File: config.mk
export PLATFORM = sky130hd
export DESIGN_NAME = uart_pattern_ctrl
export DESIGN_NICKNAME = d
export VERILOG_FILES = /design/src/rtl/vga_uart_pkg.sv /design/src/rtl/uart_rx_byte.sv /design/src/rtl/uart_pattern_ctrl.sv
export SDC_FILE = /design/constraint.sdc
export NUM_CORES = 1
export LEC_CHECK = 0
export CAP_MARGIN = 20
export CORE_ASPECT_RATIO = 0.6
export CORE_UTILIZATION = 35
export CTS_BUF_LIST = sky130_fd_sc_hd__clkbuf_16
export CTS_CLUSTER_DIAMETER = 50
export DETAILED_ROUTE_END_ITERATION = 10
export PLACE_DENSITY_LB_ADDON = 0.25
export SLEW_MARGIN = 20
export SYNTH_ARGS = -nofsm -noshare
export SYNTH_HDL_FRONTEND = slang
export SYNTH_SLANG_ARGS = --single-unit
export TNS_END_PERCENT = 10
File: constraint.sdc
create_clock -name CLK -period 2.4 [get_ports CLK]
set_input_delay 0.48 -clock CLK [delete_from_list [all_inputs] [get_ports CLK]]
set_output_delay 0.48 -clock CLK [all_outputs]
set_load 0.005 [all_outputs]
File: src/rtl/vga_uart_pkg.sv
// Shared definitions for the UART pattern-select front end of top_VGA.
// Contents:
//   - receiver FSM state encoding
//   - ASCII digit base and pattern-select width
//   - default bit period for a 25 MHz clock at 115200 baud
//   - helper that recognises a pattern-select command byte
package vga_uart_pkg;

  // 25 MHz / 115200 baud, rounded.
  localparam int unsigned DEFAULT_CLKS_PER_BIT = 217;

  localparam int unsigned PATTERN_SEL_W    = 3;
  localparam logic [7:0]  ASCII_DIGIT_BASE = 8'h30;

  typedef logic [2:0] rx_state_t;

  localparam rx_state_t StIdle    = 3'd0;
  localparam rx_state_t StStart   = 3'd1;
  localparam rx_state_t StData    = 3'd2;
  localparam rx_state_t StStop    = 3'd3;
  localparam rx_state_t StCleanup = 3'd4;
  localparam rx_state_t StBreak   = 3'd5;

  // True when b is ASCII '0' .. '0'+num_patterns-1.
  function automatic logic is_pattern_cmd(input logic [7:0] b, input int unsigned num_patterns);
    logic [7:0] offset;
    offset = b - ASCII_DIGIT_BASE;
    return (b >= ASCII_DIGIT_BASE) && (32'(offset) < num_patterns);
  endfunction

endpackage

File: src/rtl/uart_rx_byte.sv
// 8N1 UART byte receiver.
// Ports:
//   CLK          system clock
//   RST          asynchronous active-high reset
//   i_RX_Serial  serial line, asynchronous to CLK, idles high
//   o_RX_DV      one-cycle pulse, o_RX_Byte holds a freshly received byte
//   o_RX_Byte    last valid received byte
//   o_Frame_Err  one-cycle pulse, stop bit was sampled low
//   o_Byte_Done  combinational: a good stop bit is being sampled this cycle
//                (o_RX_DV follows on the next cycle)
//   o_Byte_Next  combinational: the byte that o_RX_Byte loads when o_Byte_Done
module uart_rx_byte
  import vga_uart_pkg::*;
#(
  parameter int unsigned CLKS_PER_BIT = DEFAULT_CLKS_PER_BIT
) (
  input  logic       CLK,
  input  logic       RST,
  input  logic       i_RX_Serial,
  output logic       o_RX_DV,
  output logic [7:0] o_RX_Byte,
  output logic       o_Frame_Err,
  output logic       o_Byte_Done,
  output logic [7:0] o_Byte_Next
);

  localparam int unsigned CNT_W = $clog2(CLKS_PER_BIT);
  localparam logic [CNT_W-1:0] CNT_BIT_END  = CNT_W'(CLKS_PER_BIT - 1);
  localparam logic [CNT_W-1:0] CNT_HALF_END = CNT_W'(CLKS_PER_BIT / 2 - 1);

  logic rx_meta, rx_s;

  rx_state_t        state_q, state_d;
  logic [CNT_W-1:0] cnt_q, cnt_d;
  logic [2:0]       idx_q, idx_d;
  logic [7:0]       shift_q, shift_d;
  logic             dv_q, dv_d;
  logic             ferr_q, ferr_d;
  logic [7:0]       byte_q, byte_d;

  logic stop_sample;

  // Two-flop synchroniser; resets to the idle line level.
  always_ff @(posedge CLK or posedge RST) begin
    if (RST) begin
      rx_meta <= 1'b1;
      rx_s    <= 1'b1;
    end else begin
      rx_meta <= i_RX_Serial;
      rx_s    <= rx_meta;
    end
  end

  // State register and datapath flops.
  always_ff @(posedge CLK or posedge RST) begin
    if (RST) begin
      state_q <= StIdle;
      cnt_q   <= '0;
      idx_q   <= '0;
      shift_q <= '0;
      dv_q    <= 1'b0;
      ferr_q  <= 1'b0;
      byte_q  <= '0;
    end else begin
      state_q <= state_d;
      cnt_q   <= cnt_d;
      idx_q   <= idx_d;
      shift_q <= shift_d;
      dv_q    <= dv_d;
      ferr_q  <= ferr_d;
      byte_q  <= byte_d;
    end
  end

  // Next-state logic. The counter restarts at every sample point so that
  // START waits half a bit and every later state waits a whole bit.
  always_comb begin
    state_d = state_q;
    cnt_d   = cnt_q;
    idx_d   = idx_q;
    shift_d = shift_q;
    unique case (state_q)
      StIdle: begin
        cnt_d = '0;
        idx_d = '0;
        if (!rx_s) state_d = StStart;
      end
      StStart: begin
        if (cnt_q == CNT_HALF_END) begin
          cnt_d   = '0;
          idx_d   = '0;
          // A start bit that is high again at mid-bit was a glitch.
          state_d = rx_s ? StIdle : StData;
        end else begin
          cnt_d = cnt_q + 1'b1;
        end
      end
      StData: begin
        if (cnt_q == CNT_BIT_END) begin
          cnt_d   = '0;
          // LSB first: shift right, new bit enters at the top.
          shift_d = {rx_s, shift_q[7:1]};
          if (idx_q == 3'd7) state_d = StStop;
          else               idx_d   = idx_q + 3'd1;
        end else begin
          cnt_d = cnt_q + 1'b1;
        end
      end
      StStop: begin
        if (cnt_q == CNT_BIT_END) begin
          cnt_d   = '0;
          state_d = rx_s ? StCleanup : StBreak;
        end else begin
          cnt_d = cnt_q + 1'b1;
        end
      end
      StCleanup: state_d = StIdle;
      // Wait out a held-low line so it yields only one frame error.
      StBreak: if (rx_s) state_d = StIdle;
      default: state_d = StIdle;
    endcase
  end

  // Output logic.
  always_comb begin
    stop_sample = (state_q == StStop) && (cnt_q == CNT_BIT_END);
    dv_d        = stop_sample && rx_s;
    ferr_d      = stop_sample && !rx_s;
    byte_d      = dv_d ? shift_q : byte_q;
  end

  assign o_RX_DV     = dv_q;
  assign o_RX_Byte   = byte_q;
  assign o_Frame_Err = ferr_q;
  assign o_Byte_Done = dv_d;
  assign o_Byte_Next = shift_q;

endmodule

File: src/rtl/uart_pattern_ctrl.sv
// UART command front end for the VGA pattern generator. Receives 8N1 bytes
// and turns ASCII digits into a registered pattern select.
// Ports:
//   CLK            system clock (pixel clock domain)
//   RST            asynchronous active-high reset
//   i_RX_Serial    UART RX line, idles high
//   o_RX_DV        one-cycle pulse per valid received byte
//   o_RX_Byte      last valid received byte
//   o_Frame_Err    one-cycle pulse when the stop bit is low
//   o_Pattern_Sel  current pattern select
module uart_pattern_ctrl
  import vga_uart_pkg::*;
#(
  parameter int unsigned CLKS_PER_BIT = DEFAULT_CLKS_PER_BIT,
  parameter int unsigned NUM_PATTERNS = 8
) (
  input  logic                     CLK,
  input  logic                     RST,
  input  logic                     i_RX_Serial,
  output logic                     o_RX_DV,
  output logic [7:0]               o_RX_Byte,
  output logic                     o_Frame_Err,
  output logic [PATTERN_SEL_W-1:0] o_Pattern_Sel
);

  logic                     byte_done;
  logic [7:0]               byte_next;
  logic [PATTERN_SEL_W-1:0] sel_q, sel_d;

  uart_rx_byte #(
    .CLKS_PER_BIT(CLKS_PER_BIT)
  ) u_rx (
    .CLK        (CLK),
    .RST        (RST),
    .i_RX_Serial(i_RX_Serial),
    .o_RX_DV    (o_RX_DV),
    .o_RX_Byte  (o_RX_Byte),
    .o_Frame_Err(o_Frame_Err),
    .o_Byte_Done(byte_done),
    .o_Byte_Next(byte_next)
  );

  // Decoding the pre-register byte lets the select change on the same edge
  // that raises o_RX_DV.
  always_comb begin
    sel_d = sel_q;
    if (byte_done && is_pattern_cmd(byte_next, NUM_PATTERNS)) begin
      sel_d = byte_next[PATTERN_SEL_W-1:0];
    end
  end

  always_ff @(posedge CLK or posedge RST) begin
    if (RST) sel_q <= '0;
    else     sel_q <= sel_d;
  end

  assign o_Pattern_Sel = sel_q;

endmodule

-- After elaboration in Yosys (flattened, before gate mapping)
Cells that the tools add are included.
- register bits: 37
- input bits: 3
- output and inout bits: 13
- logic and storage cells: 58
- $add $sub $neg: 3
- order comparisons: 2
- equality and inequality tests: 14
- muxes and demuxes: 16
- reductions and logical operators: 13
- operators with widths (kind ; count):
    $mux W3 ; 9
    $pmux W8 S3 ; 1
    $mux W8 ; 2
    $pmux W3 S5 ; 1
    $ne A2 B1 Y1 const B ; 5
    $pmux W3 S3 ; 1
    $add A8 B1 Y8 const B ; 1
    $eq A8 B7 Y1 const B ; 1
    $eq A8 B8 Y1 const B ; 1
    $ge A8 B6 Y1 const B ; 1
    $lt A8 B4 Y1 const B ; 1
    $sub A8 B6 Y8 const B ; 1
    $eq A3 B2 Y1 const B ; 2
    $eq A3 B3 Y1 const B ; 2
    $reduce_and A6 Y1 ; 1
    $reduce_bool A3 Y1 ; 2
    $logic_and A1 B1 Y1 ; 5
    $ne A2 B2 Y1 const B ; 2
    $reduce_and A4 Y1 ; 1
    $add A3 B1 Y3 const B ; 1
    $eq A3 B1 Y1 const B ; 1
    $logic_not A3 Y1 ; 1
    $mux W2 ; 1
    $reduce_and A2 Y1 ; 1
    3 further kinds ; 3

-- Depth between registers and ports, before layout
Gate-level depths: netlist (run 1).
- depth in word-level cells: 4
- depth in mapped cells: 6
- depth with buffers taken out: 6

-- Modules after synthesis
From an unflattened synthesis (run 1), not the netlist that was laid out.
- cell total of the unflattened synthesis: 148
- area, all modules: 1783.0 µm²
- modules (own cells, without submodules) (module ; instances ; cells an instance ; area an instance (µm²) ; sequential area each (µm²)):
    uart_rx_byte ; 1 ; 139 ; 1645.3 ; 853.3
    uart_pattern_ctrl ; 1 ; 9 ; 137.6 ; 75.1

-- Worst setup path after synthesis (run 1)
OpenSTA, ideal clock, no wires.
- path kind: reg-to-reg
- start: reg u_rx.cnt_q[0]
- end: reg sel_q[0] (netlist: o_Pattern_Sel[0])
- setup time: 0.127 ns
- data arrival time: 1.726 ns
- required time: 2.273 ns
- path slack: 0.546 ns
- cell stages (with the launch flop): 7
- buffers on the path: 0
- clock period less this slack: 1.854 ns
- path through: dfrtp_1 > inv_1 > ha_1 > nand4b_4 > nor4_4 > nand2_4 > mux2_1
- word-level cells in the longest chain between the ends: 4
- RTL lines (element ; line ; text):
    start: declaration ; uart_rx_byte.sv:34 ; logic [CNT_W-1:0] cnt_q, cnt_d;
    start signal: assignment ; uart_rx_byte.sv:66 ; cnt_q <= cnt_d;
    $eq A8 B8 Y1 ; uart_rx_byte.sv:126 ; stop_sample = (state_q == StStop) && (cnt_q == CNT_BIT_END);
    $logic_and A1 B1 Y1 ; uart_rx_byte.sv:126 ;
    $logic_and A1 B1 Y1 ; uart_rx_byte.sv:127 ; dv_d = stop_sample && rx_s;
    named net byte_done ; uart_pattern_ctrl.sv:26 ; logic byte_done;
    $logic_and A1 B1 Y1 ; uart_pattern_ctrl.sv:47 ; if (byte_done && is_pattern_cmd(byte_next, NUM_PATTERNS)) begin
    end signal: assignment ; uart_pattern_ctrl.sv:54 ; else sel_q <= sel_d;
    end: declaration ; uart_pattern_ctrl.sv:28 ; logic [PATTERN_SEL_W-1:0] sel_q, sel_d;
The timed path passes the listed nets, and every way through them passes these cells.
A chain may end at the register's enable or synchronous reset.

-- Final worst setup path (run 1)
- start: reg u_rx.cnt_q[0]
- end: reg u_rx.idx_q[2]
- word-level cells in the longest chain between the ends: 3
- elaborated cells on any way between the ends: 5
- classes of those cells: eq/ne (4); reduce/logical (1)
- RTL lines (element ; line ; text):
    $eq A8 B8 Y1 / $eq A8 B7 Y1 (equally long branches) ; uart_rx_byte.sv:99, uart_rx_byte.sv:89 ;
    $ne A2 B1 Y1 (no source line) ; n/a ;
    $reduce_and A4 Y1 (no source line) * ; n/a ;
    end signal: assignment ; uart_rx_byte.sv:67 ; idx_q <= idx_d;
    end: declaration ; uart_rx_byte.sv:35 ; logic [2:0] idx_q, idx_d;
Every way passes the cells marked *; elsewhere a longest branch is shown, timed or not.

==> results of run 1 <==
==> final timing paths <==
path,to,cells after the start
worst min-delay path,u_rx.rx_s$_DFF_PP1_,0
max in group asynchronous,u_rx.idx_q[2]$_DFFE_PP0P_,3
worst min register to register,u_rx.rx_s$_DFF_PP1_,0
worst max-delay path,u_rx.idx_q[2]$_DFFE_PP0P_,6
worst max register to register,u_rx.idx_q[2]$_DFFE_PP0P_,6
min in group asynchronous,u_rx.rx_meta$_DFF_PP1_,2
==> layout make-up <==
class / instances / area (um2)
Inverter: 11 / 41.29
Timing Repair Buffer: 18 / 172.7
Clock inverter: 3 / 13.76
Fill cell: 429 / 2592
Tap cell: 63 / 78.83
Sequential cell: 37 / 928.4
Multi-Input combinational cell: 97 / 754.5
Clock buffer: 5 / 125.1
==> routing by layer <==
layer  up-vias  GRT usage
met5         -          0
met4         0    0.06593
met3         5    0.04000
met2        26     0.2127
met1       604     0.2132
li1        580          -
==> metrics by stage <==
stage                     total power [mW]  std cells
final                                1.259        234
after global routing                 1.314        234
after detailed placement            0.6598        226
after global placement              0.6587        226
after CTS                            1.278        234
after floorplan                     0.6501        152
==> placed cells by master (no fill, tap or decap), drive strengths merged, types with 4 or more instances in the layout <==
| cell type | Yosys | final |
|---|---|---|
| o21ai | 7 | 7 |
| nor2 | 8 | 8 |
| dfrtp | 35 | 35 |
| nand2 | 13 | 13 |
| nor4 | 5 | 5 |
| nand3 | 4 | 4 |
| a21oi | 9 | 9 |
| mux2 | 19 | 19 |
| inv | 11 | 12 |
| clkdlybuf4s50 | 0 | 15 |
| ha | 4 | 4 |
| clkbuf | 5 | 5 |
==> sequential cells by signal, summed over array words and instances, names as in the netlist <==
signal	flops
u_rx.idx_q	3
u_rx.rx_meta	1
u_rx.o_Byte_Next	8
o_Pattern_Sel	3
u_rx.o_Frame_Err	1
u_rx.state_q	3
u_rx.rx_s	1
u_rx.cnt_q	8
u_rx.o_RX_DV	1
u_rx.o_RX_Byte	8
==> report_power, final <==
| group | leakage [nW] | internal [mW] | switching [mW] |
|---|---|---|---|
| Clock | 0.0748 | 0.376 | 0.235 |
| Sequential | 0.495 | 0.627 | 0.00180 |
| Combinational | 0.385 | 0.00458 | 0.0137 |
| Total | 0.955 | 1.01 | 0.251 |
==> logic make-up after synthesis <==
logic type	count (synthesis)	synth area share
AO/OA/AOI/OAI	28	0.1034
XOR/XNOR	2	0.009917
adder cells (fa/ha/maj)	4	0.02833
buffers and inverters	18	0.04744
flip-flops	37	0.5255
multiplexers	19	0.1211
AND/OR/NAND/NOR	44	0.1643
==> worst register-to-register path: stages, from the launching register on <==
cell,delay [ns]
dfrtp_1,0.42
inv_1,0.09
ha_1,0.20
nand4b_4,0.15
or2_1,0.31
or4b_1,0.53
o221ai_1,0.19
==> reports/metrics.cfg, run 1 <==
[yosys]
ys_top_cells_by_count=35 x dfrtp_1, 16 x mux2_2, 12 x nand2_1
ys_top_cells_by_area=dfrtp_1 50%, mux2_2 10%, dfstp_2 3.0%, ha_1 2.8%, a21oi_1 2.5%
synth_seq_cells=37
syn_area_um2=1767
ys_warn_count=0
syn_nets=159
yosysMostFrequentCell=dfrtp_1
synthArstFlopShare=1.000
synth_edf_count=0
yosysSeqAreaShare=0.5255
yosysTopAreaCell=dfrtp_1
ys_types=40
synth_ff_type=dfrtp_1
avgSynthCellArea_um2=11.62
synth_largest_type_area_fraction=0.4958
syn_inst=152

[power]
p_per_area_nw_per_um2=595.5
p_leak_nw=0.9551
vdd_drop_max_uv=273.7

[setup_path]
r2r-start=u_rx.cnt_q[0]$_DFFE_PP0P_
start_kind=register
critical_path_class=reg -> reg
cpLargestDelayFamily=simple AND/OR/NAND/NOR gates
cp-end-kind=register
crit_chain=inv_1 > ha_1 > nand4b_4 > or2_1 > or4b_1 > o221ai_1
cp_max_fo=6
path_buf_inv=1
r2r_slack_ns=0.42
required_ns=2.59
cp.arrival_ns=2.16
startpoint=u_rx.cnt_q[0]$_DFFE_PP0P_
slowest_delay_ns=0.53
slowest_stage=or4b_1

[clocking]
cts.sinks=37
cts_made_buffers=5
h-tree-depth=2
post_cts_resized=0
postCtsSetupBuffers=0
tritoncts=built
hold_buffers=0
clk_latency_ns=0.28
root_buffer=clkbuf_16
clock_path_buffers=2
path_clk_slew_ns=0.05

[sta]
slew_violations=0
holdWs_ns=0.3589
fin_ws_ns=0.4212
max_slew_margin=0.5395
rsz0062_at_grt=no
setup_violations=0
fmax_mhz=505.4
finalSetupTns_ns=0
period_minus_slack_ns=1.979
hold_violations=0
worst_slew_pin_slew_ns=0.6856
fin_worst_skew_ns=0.002773
post-route-period-util=0.8245

[detailed_routing]
m1WireLength_um=1744
drc=0
top_layer=met4
drtIter0Drc=47
ant_nets=0
wl_met2_um=1490
avgViaCountPerCell=5.192
routed-wl-met3_um=118
dr_total_vias=1215
wl_per_cell_um=14.54
dr.pass1.iters=4
wirelength_um=3403

[cells_and_area]
syn2layout_area_growth_pct=19.69
drive_above_1_share=0.2105
diodes=0
finish.utilization=0.4492
final_cell_area_um2=2115
final_nets=177

[hold_path]
worstHoldStart=u_rx.rx_meta$_DFF_PP1_
hp-class=reg -> reg

[global_route]
grt_first_pass_wirelength_um=6044
grt_overflow=0
grt_max_degree=36
grt_pass1_vias=1212
grt_usage=0.1494
antenna_found_initial=0

[placement]
routabilityCongestion=0.7638
dp_hpwl_um=2412
place_area_um2=1976
post-place-ws_ns=0.4331
io_buffers=15

[floorplanning]
pin_count=16
fp.dieH_um=57.04
coreArea_um2=4707
dieWidth_um=93.72
dieArea_um2=5345
rows=19
start_util=0.3753

[run_status]
status=completed

[run]
max_cap_violations=0

Note: power is estimated with default switching activity, not from simulation.
==> inputs of run 2 (changes only) <==
==> constraint.sdc (replaced) <==
create_clock -name CLK -period 1.9 [get_ports CLK]
set_input_delay 0.38 -clock CLK [delete_from_list [all_inputs] [get_ports CLK]]
set_output_delay 0.38 -clock CLK [all_outputs]
set_load 0.005 [all_outputs]
==> run 2 against run 1 <==
Sequential share of layout area fell by 2.7 points; core utilization rose by 3.0 points; critical path depth did not move; global-route usage rose by 0.30 points; non-clock buffer count rose by 9; worst setup slack got worse by 0.35 ns; die area did not move; combinational power rose by 41%; clock power rose by 51%; final cell count rose by 3.8%; final area rose by 6.6%; critical endpoint is now u_rx.idx_q[1]$_DFFE_PP0P_; largest cell class unchanged.
==> reports/metrics.cfg, run 2 (synthesis results as in run 1) <==
[setup_path]
cp-end-kind=register
cp_max_fo=6  ; unchanged
start_kind=register
cp.arrival_ns=2.03  ; -0.13 ns
required_ns=2.10  ; -0.49 ns
critical_path_class=reg -> reg

[placement]
dp_hpwl_um=2615  ; +8.4%
post-place-ws_ns=-0.01187  ; -0.4450 ns
dpl.cell_count=235  ; +4.0%
place_area_um2=2056  ; +4.1%
io_buffers=15  ; unchanged
routabilityCongestion=0.7544  ; -1.2%

[detailed_routing]
wirelength_um=3594  ; +5.6%
wl_per_cell_um=14.79  ; +1.7%
avgViaCountPerCell=5.103  ; -1.7%
dr_total_vias=1240  ; +2.1%
dr.pass1.iters=4  ; unchanged
ant_nets=0  ; unchanged
drtIter0Drc=60  ; +28%
drc=0  ; unchanged

[sta]
holdWs_ns=0.3554  ; -0.003473 ns
finalSetupTns_ns=0  ; unchanged
period_minus_slack_ns=1.832  ; -0.1469 ns
worst_slew_pin_slew_ns=0.4729  ; -0.2127 ns
fmax_mhz=545.9  ; +8.0%
post-route-period-util=0.9642  ; +0.1397
hold_violations=0  ; unchanged
rsz0062_at_grt=yes
slew_violations=0  ; unchanged
setup_violations=0  ; unchanged
max_slew_margin=0.6818  ; +0.1423
fin_worst_skew_ns=0.002999  ; +0.0002267 ns
fin_ws_ns=0.06810  ; -0.3531 ns

[run]
max_cap_violations=0  ; unchanged

[global_route]
grt_pass1_vias=1254  ; +3.5%
antenna_found_initial=0  ; unchanged
grt_max_degree=18  ; -50%
grt.met1_usage=0.2225  ; +0.009308
use_met3=0.03600  ; -0.004000
grt_overflow=0  ; unchanged
busiest_layer=met1
gr-usage-met2=0.2190  ; +0.006257
grt_usage=0.1524  ; +0.003003
grt_first_pass_wirelength_um=6154  ; +1.8%

[hold_path]
hp-class=reg -> reg

[power]
finalPower_mw=1.744  ; +38%
p_leak_nw=1.012  ; +6.0%
vdd_drop_max_uv=409.2  ; +49%
p_per_area_nw_per_um2=773.7  ; +30%

[cells_and_area]
finish.utilization=0.4787  ; +0.02951
final_cell_area_um2=2253  ; +6.6%
final_cell_mix=35 x dfrtp_1, 16 x mux2_2, 15 x clkdlybuf4s50_1
drive_above_1_share=0.2778  ; +0.06725
fin_cells=243  ; +3.8%
diodes=0  ; unchanged
final_nets=186  ; +5.1%
layout_commonest_cell=dfrtp_1
syn2layout_area_growth_pct=27.55

[clocking]
cts_made_buffers=5  ; unchanged
clk_latency_ns=0.28  ; about the same
path_clk_slew_ns=0.06  ; about the same
clock_path_buffers=2  ; unchanged
cts.sinks=37  ; unchanged
tritoncts=built
h-tree-depth=2  ; unchanged
root_buffer=clkbuf_16

[floorplanning]
start_util=0.3753  ; unchanged
pin_count=16  ; unchanged
rows=19  ; unchanged
dieWidth_um=93.72  ; unchanged
dieArea_um2=5345  ; unchanged
fp.dieH_um=57.04  ; unchanged
coreArea_um2=4707  ; unchanged

[run_status]
status=completed

-- run 2: worst paths after layout --
check,startpoint,to,slack [ns],cells past startpoint
worst max-delay path,u_rx.cnt_q[1]$_DFFE_PP0P_,u_rx.idx_q[1]$_DFFE_PP0P_,0.07,6
worst min-delay path,u_rx.rx_meta$_DFF_PP1_,u_rx.rx_s$_DFF_PP1_,0.36,0
worst min register to register,u_rx.rx_meta$_DFF_PP1_,u_rx.rx_s$_DFF_PP1_,0.36,0
min in group asynchronous,RST,u_rx.o_Byte_Next[1]$_DFFE_PP0P_,0.40,2
max in group asynchronous,RST,u_rx.cnt_q[7]$_DFFE_PP0P_,0.96,3
worst max register to register,u_rx.cnt_q[1]$_DFFE_PP0P_,u_rx.idx_q[1]$_DFFE_PP0P_,0.07,6
-- run 2: area by class of cell --
cell class / instances / area (um2)
Clock buffer: 5 / 125.1
Clock inverter: 3 / 41.29
Fill cell: 423 / 2454
Inverter: 11 / 41.29
Multi-Input combinational cell: 97 / 785.8
Sequential cell: 37 / 928.4
Tap cell: 63 / 78.83
Timing Repair Buffer: 27 / 252.7
-- run 2: timing repair --
action	CTS	global route
setup buffers	0	0
gates resized for setup	1	7
setup endpoints to repair	2	6
hold buffers	0	0
endpoints found under the hold margin	0	0
pin swaps	1	1
-- run 2: metal layers --
layer | share of wire | up-vias
met1 | 0.50 | 609
met5 | 0 | -
met2 | 0.44 | 32
met4 | 0.0064 | 0
li1 | - | 597
met3 | 0.045 | 2
-- run 2: critical path, stage by stage (launching register included) --
cell,delay (ns)
dfrtp_1,0.38
inv_1,0.12
ha_4,0.15
nand4b_4,0.15
or2_4,0.29
or4b_4,0.50
o221ai_2,0.16
-- run 2: power by group --
part	internal, mW	leakage (nW)	total [mW]	switching (mW)
sequential	0.792	0.495	0.795	0.00221
clock	0.614	0.0775	0.923	0.310
combinational	0.00713	0.439	0.0258	0.0187
